<file path="config.mk">
export PLATFORM = sky130hd
export DESIGN_NAME = twiddle_table_gen_flat
export DESIGN_NICKNAME = d
export VERILOG_FILES = /design/src/rtl/ntt_pkg.sv /design/src/rtl/twiddle_table_gen_if.sv /design/src/rtl/mod_mult.sv /design/src/rtl/twiddle_table_gen.sv /design/src/flat_wrapper.sv
export SDC_FILE = /design/constraint.sdc
export NUM_CORES = 1
export LEC_CHECK = 0
export CORE_UTILIZATION = 45
export CTS_CLUSTER_DIAMETER = 40
export CTS_CLUSTER_SIZE = 30
export DETAILED_ROUTE_END_ITERATION = 8
export HOLD_SLACK_MARGIN = 0.12
export SLEW_MARGIN = 20
export SYNTH_ARGS = -nofsm -noshare
export SYNTH_HDL_FRONTEND = slang
export SYNTH_SLANG_ARGS = --single-unit
</file>
<file path="constraint.sdc">
create_clock -name clk -period 40.1 [get_ports clk]
set_clock_uncertainty 0.1 [all_clocks]
set_input_delay 4.01 -clock clk [delete_from_list [all_inputs] [get_ports clk]]
set_output_delay 4.01 -clock clk [all_outputs]
set_load 0.01 [all_outputs]
</file>
<file path="src/rtl/ntt_pkg.sv">
// rtl/ntt_pkg.sv - shared NTT constants, twiddle FSM state type and bit-reverse helper
package ntt_pkg;

   localparam int NTT_W = 8;
   localparam int NTT_N = 8;

   typedef enum logic [1:0] {
      ST_IDLE = 2'd0,
      ST_GEN  = 2'd1,
      ST_DONE = 2'd2
   } twgen_state_t;

   // Reverse the low aw bits of k; bits above aw come back as zero.
   function automatic logic [31:0] bitrev(input logic [31:0] k, input int aw);
      logic [31:0] r;
      r = '0;
      for (int i = 0; i < aw; i++) begin
         r[i] = k[aw-1-i];
      end
      return r;
   endfunction

endpackage

</file>
<file path="src/rtl/twiddle_table_gen_if.sv">
// rtl/twiddle_table_gen_if.sv - control, flag and read-port bundle of the twiddle generator
interface twiddle_table_gen_if
   import ntt_pkg::*;
#(
   parameter int W  = NTT_W,
   parameter int AW = $clog2(NTT_N)
);
   logic          start;
   logic [W-1:0]  omega;
   logic [W-1:0]  mod;
   logic          busy;
   logic          done;
   logic          table_valid;
   logic          mod_err;
   logic [AW-1:0] rd_addr;
   logic [W-1:0]  rd_data;

   modport master (
      output start, omega, mod, rd_addr,
      input  busy, done, table_valid, mod_err, rd_data
   );

   modport slave (
      input  start, omega, mod, rd_addr,
      output busy, done, table_valid, mod_err, rd_data
   );
endinterface

</file>
<file path="src/rtl/mod_mult.sv">
// rtl/mod_mult.sv - combinational (a * b) % m over the full 2W-bit product
module mod_mult #(
   parameter int W = 8
) (
   input  logic [W-1:0] a,
   input  logic [W-1:0] b,
   input  logic [W-1:0] m,
   output logic [W-1:0] r
);
   logic [2*W-1:0] prod;

   assign prod = {{W{1'b0}}, a} * {{W{1'b0}}, b};
   // m == 0 never reaches a running generation; return 0 rather than an undefined divide
   assign r = (m == '0) ? '0 : W'(prod % {{W{1'b0}}, m});
endmodule

</file>
<file path="src/rtl/twiddle_table_gen.sv">
// rtl/twiddle_table_gen.sv - iterative omega^k mod m table builder; TWIDDLE_BITREV_EN selects bit-reversed storage
module twiddle_table_gen
   import ntt_pkg::*;
#(
   parameter int W = NTT_W,
   parameter int N = NTT_N
) (
   input logic                clk,
   input logic                rst_n,
   twiddle_table_gen_if.slave bus
);
   localparam int AW = $clog2(N);

   twgen_state_t  state, state_nx;
   logic [W-1:0]  omega_l, mod_l;
   logic [W-1:0]  acc, acc_nx;
   logic [AW-1:0] k, wr_addr;
   logic [W-1:0]  tbl [N];
   logic          accept, reject, wr_en, last;
   logic          busy_q, done_q, valid_q, err_q;
   logic [W-1:0]  rd_q;

   assign last = (k == AW'(N - 1));

`ifdef TWIDDLE_BITREV_EN
   assign wr_addr = AW'(bitrev(32'(k), AW));
`else
   assign wr_addr = k;
`endif

   mod_mult #(.W(W)) u_mod_mult (
      .a (acc),
      .b (omega_l),
      .m (mod_l),
      .r (acc_nx)
   );

   // next-state and per-cycle control decode
   always_comb begin
      state_nx = state;
      accept   = 1'b0;
      reject   = 1'b0;
      wr_en    = 1'b0;
      case (state)
         ST_IDLE: begin
            if (bus.start) begin
               if (bus.mod != '0) begin
                  accept   = 1'b1;
                  state_nx = ST_GEN;
               end else begin
                  reject = 1'b1;
               end
            end
         end
         ST_GEN: begin
            wr_en = 1'b1;
            if (last) state_nx = ST_DONE;
         end
         ST_DONE: state_nx = ST_IDLE;
         default: state_nx = ST_IDLE;
      endcase
   end

   // FSM state register
   always_ff @(posedge clk or negedge rst_n) begin
      if (!rst_n) state <= ST_IDLE;
      else        state <= state_nx;
   end

   // operand latch, power accumulator, index counter and registered flags
   always_ff @(posedge clk or negedge rst_n) begin
      if (!rst_n) begin
         omega_l <= '0;
         mod_l   <= '0;
         acc     <= '0;
         k       <= '0;
         busy_q  <= 1'b0;
         done_q  <= 1'b0;
         valid_q <= 1'b0;
         err_q   <= 1'b0;
      end else begin
         // flags lag the FSM by one edge so they line up with the table writes
         busy_q <= wr_en;
         done_q <= (state == ST_DONE);
         if (accept) begin
            omega_l <= bus.omega;
            mod_l   <= bus.mod;
            acc     <= (bus.mod == W'(1)) ? '0 : W'(1);
            k       <= '0;
            valid_q <= 1'b0;
            err_q   <= 1'b0;
         end else if (reject) begin
            valid_q <= 1'b0;
            err_q   <= 1'b1;
         end else if (wr_en) begin
            acc <= acc_nx;
            k   <= k + 1'b1;
         end else if (state == ST_DONE) begin
            valid_q <= 1'b1;
         end
      end
   end

   // table storage; contents are only meaningful while table_valid is set
   always_ff @(posedge clk) begin
      if (wr_en) tbl[wr_addr] <= acc;
   end

   // registered read port, independent of the generator
   always_ff @(posedge clk or negedge rst_n) begin
      if (!rst_n) rd_q <= '0;
      else        rd_q <= tbl[bus.rd_addr];
   end

   assign bus.busy        = busy_q;
   assign bus.done        = done_q;
   assign bus.table_valid = valid_q;
   assign bus.mod_err     = err_q;
   assign bus.rd_data     = rd_q;
endmodule
</file>
<file path="src/flat_wrapper.sv">
// flat-port wrapper written by rule: the top's interface ports become plain ports
module twiddle_table_gen_flat import ntt_pkg::*;
#(
   parameter int W = NTT_W,
   parameter int N = NTT_N
)
  (clk, rst_n, bus_start, bus_omega, bus_mod, bus_rd_addr, bus_busy, bus_done, bus_table_valid, bus_mod_err, bus_rd_data);
  twiddle_table_gen_if #(.W(W)) bus_i ();
  input logic clk;
  input logic rst_n;
  input wire logic [$bits(bus_i.start)-1:0] bus_start;
  input wire logic [$bits(bus_i.omega)-1:0] bus_omega;
  input wire logic [$bits(bus_i.mod)-1:0] bus_mod;
  input wire logic [$bits(bus_i.rd_addr)-1:0] bus_rd_addr;
  output wire logic [$bits(bus_i.busy)-1:0] bus_busy;
  output wire logic [$bits(bus_i.done)-1:0] bus_done;
  output wire logic [$bits(bus_i.table_valid)-1:0] bus_table_valid;
  output wire logic [$bits(bus_i.mod_err)-1:0] bus_mod_err;
  output wire logic [$bits(bus_i.rd_data)-1:0] bus_rd_data;
  assign bus_i.start = bus_start;
  assign bus_i.omega = bus_omega;
  assign bus_i.mod = bus_mod;
  assign bus_i.rd_addr = bus_rd_addr;
  assign bus_busy = bus_i.busy;
  assign bus_done = bus_i.done;
  assign bus_table_valid = bus_i.table_valid;
  assign bus_mod_err = bus_i.mod_err;
  assign bus_rd_data = bus_i.rd_data;
  twiddle_table_gen #(.W(W), .N(N)) u_core (.clk(clk), .rst_n(rst_n), .bus(bus_i));
endmodule
</file>
; ---- After elaboration in Yosys (flattened, before gate mapping)
; Memory sizes are Yosys's and may differ from the RTL's. A register that Yosys moved wholly into a read port is not among the register bits.
; Cells that the tools add are included.
[classes]
addsub = 1
n_mul = 1
div_mod_pow = 1
n_eq_ne = 9
mux = 27
reduce_logical = 10
[op_table]
columns = cell, n
row1 = 8-bit two-way mux, 4
row2 = 16-bit by 8-bit modulo with 16-bit output, 1
row3 = 8-bit by 8-bit multiplier with 16-bit output, 1
row4 = 1-bit two-way mux, 16
row5 = 3-bit two-way mux, 3
row6 = "8-bit by 1-bit == test with 1-bit output, second input constant", 1
row7 = 8-bit logical NOT, 1
row8 = 8-bit nonzero test, 1
row9 = 2-bit two-way mux, 3
row10 = "2-bit by 1-bit != test with 1-bit output, second input constant", 3
row11 = 2-bit case mux with 2 select lines, 1
row12 = 2-bit AND reduction, 2
row13 = 2-bit nonzero test, 2
row14 = "3-bit by 1-bit adder with 3-bit output, second input constant", 1
row15 = "3-bit == test, second input constant", 1
row16 = "3-bit by 1-bit != test with 1-bit output, second input constant", 1
row17 = 3-bit AND reduction, 1
row18 = 3-bit nonzero test, 1
row19 = "2-bit by 1-bit == test with 1-bit output, second input constant", 1
row20 = "2-bit == test, second input constant", 1
row21 = 2-bit logical NOT, 1
row22 = "2-bit != test, second input constant", 1
row23 = 1-bit logical NOT, 1
[word_totals]
regBits = 33
ramBits = 64
input_bits = 22
output_inout_bits = 12
word_cells = 59
n_memories = 1
[memory_table]
columns = name, depth, word_bits, rd, rd_clocked_by_memory_dff, wr, line_no
row1 = u_core.tbl, 8, 8, 1, 1, 1, twiddle_table_gen.sv:18  ; logic [W-1:0] tbl [N];

; ---- Logic depth before layout (Yosys ltp)
[depth]
ltp_word = 6
depth_mapped = 179
ltp_nobuf = 166

; ---- By module
; A second synthesis with hierarchy kept.
[unflattened]
hier_cells = 1294
hier_area_um2 = 12089.1
[by_module_without_submodules]
columns = module, n_inst, cells_each, area_each_um2, seq_area_each_um2
row1 = mod_mult, 1, 1077, 8107.8, 0.0
row2 = twiddle_table_gen, 1, 217, 3981.3, 2947.8

; ---- Worst setup path after synthesis
; Ideal clock, no wire load.
[synth_path]
path_kind = flip-flop to flip-flop
start = register u_core.acc[1]
end = register u_core.acc[0]
setup_ps = 71
arrival_ps = 33403
required_time_ps = 39929
slack_ps = 6526
stages_incl_launch_ff = 172
path_buffers = 12
synth_period_minus_slack_ps = 33574
cell_sequence = dfrtp_1 -> and2_1 -> fa_1 -> fa_1 -> fa_1 -> inv_1 -> fa_1 -> inv_1 -> ha_1 -> a21oi_1 -> nand2_1 -> o21ai_1 -> a21o_1 -> xor2_1 -> ha_1 -> nand2_1 -> nor2_1 -> a2111oi_1 -> (+136 left out) -> a21o_1 -> a21oi_1 -> and2_1 -> buf_4 -> mux2i_1 -> inv_1 -> ha_1 -> nor2b_1 -> o21ai_0 -> nand2b_1 -> a21o_1 -> a21oi_1 -> o21ai_0 -> a21o_1 -> a21oi_1 -> o2111ai_2 -> or4_1 -> nand4_1
[synth_between]
elab_chain_len = 6
[synth_lines]
columns = item, line_no
row1 = "start, declared", twiddle_table_gen.sv:16  ; logic [W-1:0] acc, acc_nx;
row2 = "start signal, assigned", twiddle_table_gen.sv:88  ; acc <= (bus.mod == W'(1)) ? '0 : W'(1);
row3 = "start signal, assigned", twiddle_table_gen.sv:96  ; acc <= acc_nx;
row4 = 8-bit by 8-bit multiplier with 16-bit output, mod_mult.sv:12  ; assign prod = {{W{1'b0}}, a} * {{W{1'b0}}, b};
row5 = 16-bit by 8-bit modulo with 16-bit output, mod_mult.sv:14  ; assign r = (m == '0) ? '0 : W'(prod % {{W{1'b0}}, m});
row6 = 8-bit two-way mux, mod_mult.sv:14
row7 = 8-bit two-way mux, twiddle_table_gen.sv:95  ; end else if (wr_en) begin
row8 = 8-bit two-way mux, twiddle_table_gen.sv:92  ; end else if (reject) begin
row9 = 8-bit two-way mux, twiddle_table_gen.sv:85  ; if (accept) begin
; No other way between the ends. The select of a mux whose other input is x is not followed.
; A chain may end at the register's enable or synchronous reset.

; ---- Worst setup path in the final report
[layout_path]
start = register u_core.acc[6]
end = register u_core.acc[0]
; The elaborated chain is that of the path after synthesis.

==> impl_metrics.env <==
export IMPL_met2_usage_pct=37.4
export IMPL_cpPeakStageDelay_ps=710
export IMPL_synth_area_top_cells="edfxtp_1 (16%), ha_1 (14%), dfrtp_1 (8.4%)"
export IMPL_grt_max_degree=42
export IMPL_dp_cells=1665
export IMPL_die_h_um=166
export IMPL_fin_cells=1681
export IMPL_met3_usage_pct=1.84
export IMPL_ant_nets=0
export IMPL_cts_resized=0
export IMPL_finalCritPeriodShare_pct=92.8
export IMPL_start_util_pct=46.2
export IMPL_path_buf_inv=6
export IMPL_arrival_ps=37370
export IMPL_layout_area_overhead_vs_synth_pct=8.99
export IMPL_wl_per_cell_um=17.9
export IMPL_cts_hold_fix_buffers=0
export IMPL_critPathKind="reg -> reg"
export IMPL_violations="DRC"
export IMPL_wirelength_um=30200
export IMPL_cts_path_max_buffers=2
export IMPL_post_cts_buffers=0
export IMPL_synth_seq_cells=105
export IMPL_antenna_found_initial=0
export IMPL_top_usage_layer="met2"
export IMPL_ys_flop_type="edfxtp_1"
export IMPL_async_flop_share_pct=39.0
export IMPL_die_area_mm2=0.0277
export IMPL_ys_warn_count=0
export IMPL_vias_per_cell=5.89
export IMPL_cts_max_level=3
export IMPL_synth_edf_count=64
export IMPL_gp_congestion=0.877
export IMPL_clock_fmax_mhz=26.9
export IMPL_portBuffers=33
export IMPL_synth_largest_area_cell="edfxtp_1"
export IMPL_clkSinkCount=105
export IMPL_clock_latency_ps=350
export IMPL_core_area_mm2=0.0263
export IMPL_slowest_stage="dfrtp_1"
export IMPL_grt_use_total_pct=22.4
export IMPL_syn_area_mm2=0.0122
export IMPL_dp_hpwl_um=23700
export IMPL_end_kind="flop"
export IMPL_worstMarginPinSlew_ps=980
export IMPL_cp_max_fo=22
export IMPL_setup_viol=0
export IMPL_tritoncts_num_buffers=9
export IMPL_crit_cells=158
export IMPL_drt_initial_drc_count=660
export IMPL_fin_setup_tns_ps=0
export IMPL_netlist_instances=1315
export IMPL_syn_nets=1514
export IMPL_hold_depth=1
export IMPL_io_pins=34
export IMPL_cts_clk_slew_worst_paths_ps=70
export IMPL_synth_cell_types=95
export IMPL_hold_violations=0
export IMPL_drv_slew=0
export IMPL_final_nets=1540
export IMPL_synth_area_per_cell_um2=9.24
export IMPL_via_count=9897
export IMPL_first_global_vias=9584
export IMPL_fin_hold_ws_ps=370
export IMPL_rsz0062_at_grt="no"
export IMPL_drv_cap=0
export IMPL_grt_overflow=0
export IMPL_r2r_cells=158
export IMPL_floorplan_rows=59
export IMPL_drcViolationCount=5
export IMPL_synth_top_area_share_pct=15.8
export IMPL_fin_crit_ps=37200
export IMPL_first_pass_iters=7
export IMPL_crit_family="compound AO/OA/AOI/OAI gates"
export IMPL_cp_required_ps=40270
export IMPL_final_util_pct=50.4
export IMPL_grt_pass1_wl_um=50100
export IMPL_met1_usage_pct=31.5
export IMPL_outcome="finished, violations left"
export IMPL_slew_headroom_pct=34.6
export IMPL_start_kind="flop"
export IMPL_drive_gt1_share_pct=11.2
export IMPL_crit_path_frequent_cell="o21a_1"
export IMPL_cts_tree="built"
export IMPL_hp_class="reg -> reg"
export IMPL_yosysSeqAreaShare_pct=24.3
export IMPL_antenna_cells=0
export IMPL_root_buffer="clkbuf_16"
export IMPL_die_x_um=166
## path summary, 6_finish.rpt
path                                 startpoint                end  slack [ps]
min in group asynchronous                 rst_n  u_core.omega_l[7]        3720
worst min register to register  u_core.state[0]    u_core.bus.done         370
worst max-delay path              u_core.acc[6]      u_core.acc[0]        2900
worst min-delay path            u_core.state[0]    u_core.bus.done         370
max in group asynchronous                 rst_n      u_core.acc[5]       35500
worst max register to register    u_core.acc[6]      u_core.acc[0]        2900
## synthesized netlist by cell type (41+ instances only)
master / number
inv_1: 75
ha_1: 140
edfxtp_1: 64
nor3_1: 49
dfrtp_1: 41
a21oi_1: 68
nand2_1: 120
mux2_2: 43
and2_1: 61
o21ai_0: 43
nor2_1: 101
o21a_1: 47
## worst reg2reg max path: cells and delay by family (launching register included)
| family | cells | cell delay [ps] |
|---|---|---|
| xor+xnor | 1 | 160 |
| flops | 1 | 710 |
| simple gates | 49 | 9850 |
| compound gates | 78 | 17530 |
| fa+ha+maj | 21 | 7120 |
| mux | 3 | 990 |
| buf+inv | 6 | 700 |
## layer usage
| metal | routed length [µm] | up-vias |
|---|---|---|
| li1 | - | 4947 |
| met1 | 14600 | 4756 |
| met2 | 14100 | 168 |
| met3 | 921 | 26 |
| met4 | 480 | 0 |
| met5 | 0 | - |
## cell families after synthesis
kind of cell             Yosys count  synth area share (%)
XOR/XNOR                          54                  3.89
adder cells (fa/ha/maj)          177                  20.5
multiplexers                      79                  8.71
AND/OR/NAND/NOR                  473                  19.7
buffers and inverters            102                  3.37
AO/OA/AOI/OAI                    325                  19.5
flip-flops                       105                  24.3
## sequential cells by signal, indices dropped and copies added (netlist names)
register / count
u_core.acc: 8
u_core.bus.done: 1
u_core.tbl: 64
u_core.bus.rd_data: 8
u_core.omega_l: 8
u_core.state: 2
u_core.mod_l: 8
u_core.bus.busy: 1
u_core.bus.table_valid: 1
u_core.bus.mod_err: 1
u_core.k: 3
## layout make-up
class / count / area (µm²)
multi-input combinational: 1108 / 8910
timing repair buffer: 42 / 388
clock buffer: 11 / 243
inverter: 75 / 282
clock inverter: 5 / 43.8
sequential: 105 / 2950
tap: 335 / 419
fill: 2454 / 13000
## stage by stage
| step | setup WS (ps) | instance area [µm²] |
|---|---|---|
| after detailed placement | 931 | 12800 |
| after CTS | 748 | 13100 |
| after global routing | 26.1 | 13200 |
| after floorplan | 6530 | 12200 |
| after global placement | 1340 | 12800 |
| final | 2900 | 13200 |
## placed cells by master, fill, tap and decap left out, types with 5 or more instances in the layout
cell type,n
nand2b_1,24
o21a_1,47
buf_4,9
nor3_2,5
ha_1,140
nor2b_1,17
a211oi_1,16
o21ai_0,42
dfrtp_2,5
nor3_1,45
or3_1,14
xnor2_1,34
nand3_1,24
or2_1,5
and2_1,60
mux4_2,16
or2_2,5
nand2_1,120
mux2i_1,15
xor2_1,20
o211ai_1,18
a21o_1,25
dfrtp_1,36
clkdlybuf4s50_1,31
o31ai_1,14
clkbuf_16,9
and3_1,13
edfxtp_1,64
mux2_2,43
nor2_1,99
a21oi_1,67
inv_1,75
fa_1,37
nand4_1,12
nor4_1,6
Power is not shown: default switching activity piles up to over one toggle a cycle in this logic, so the estimate is an artifact.
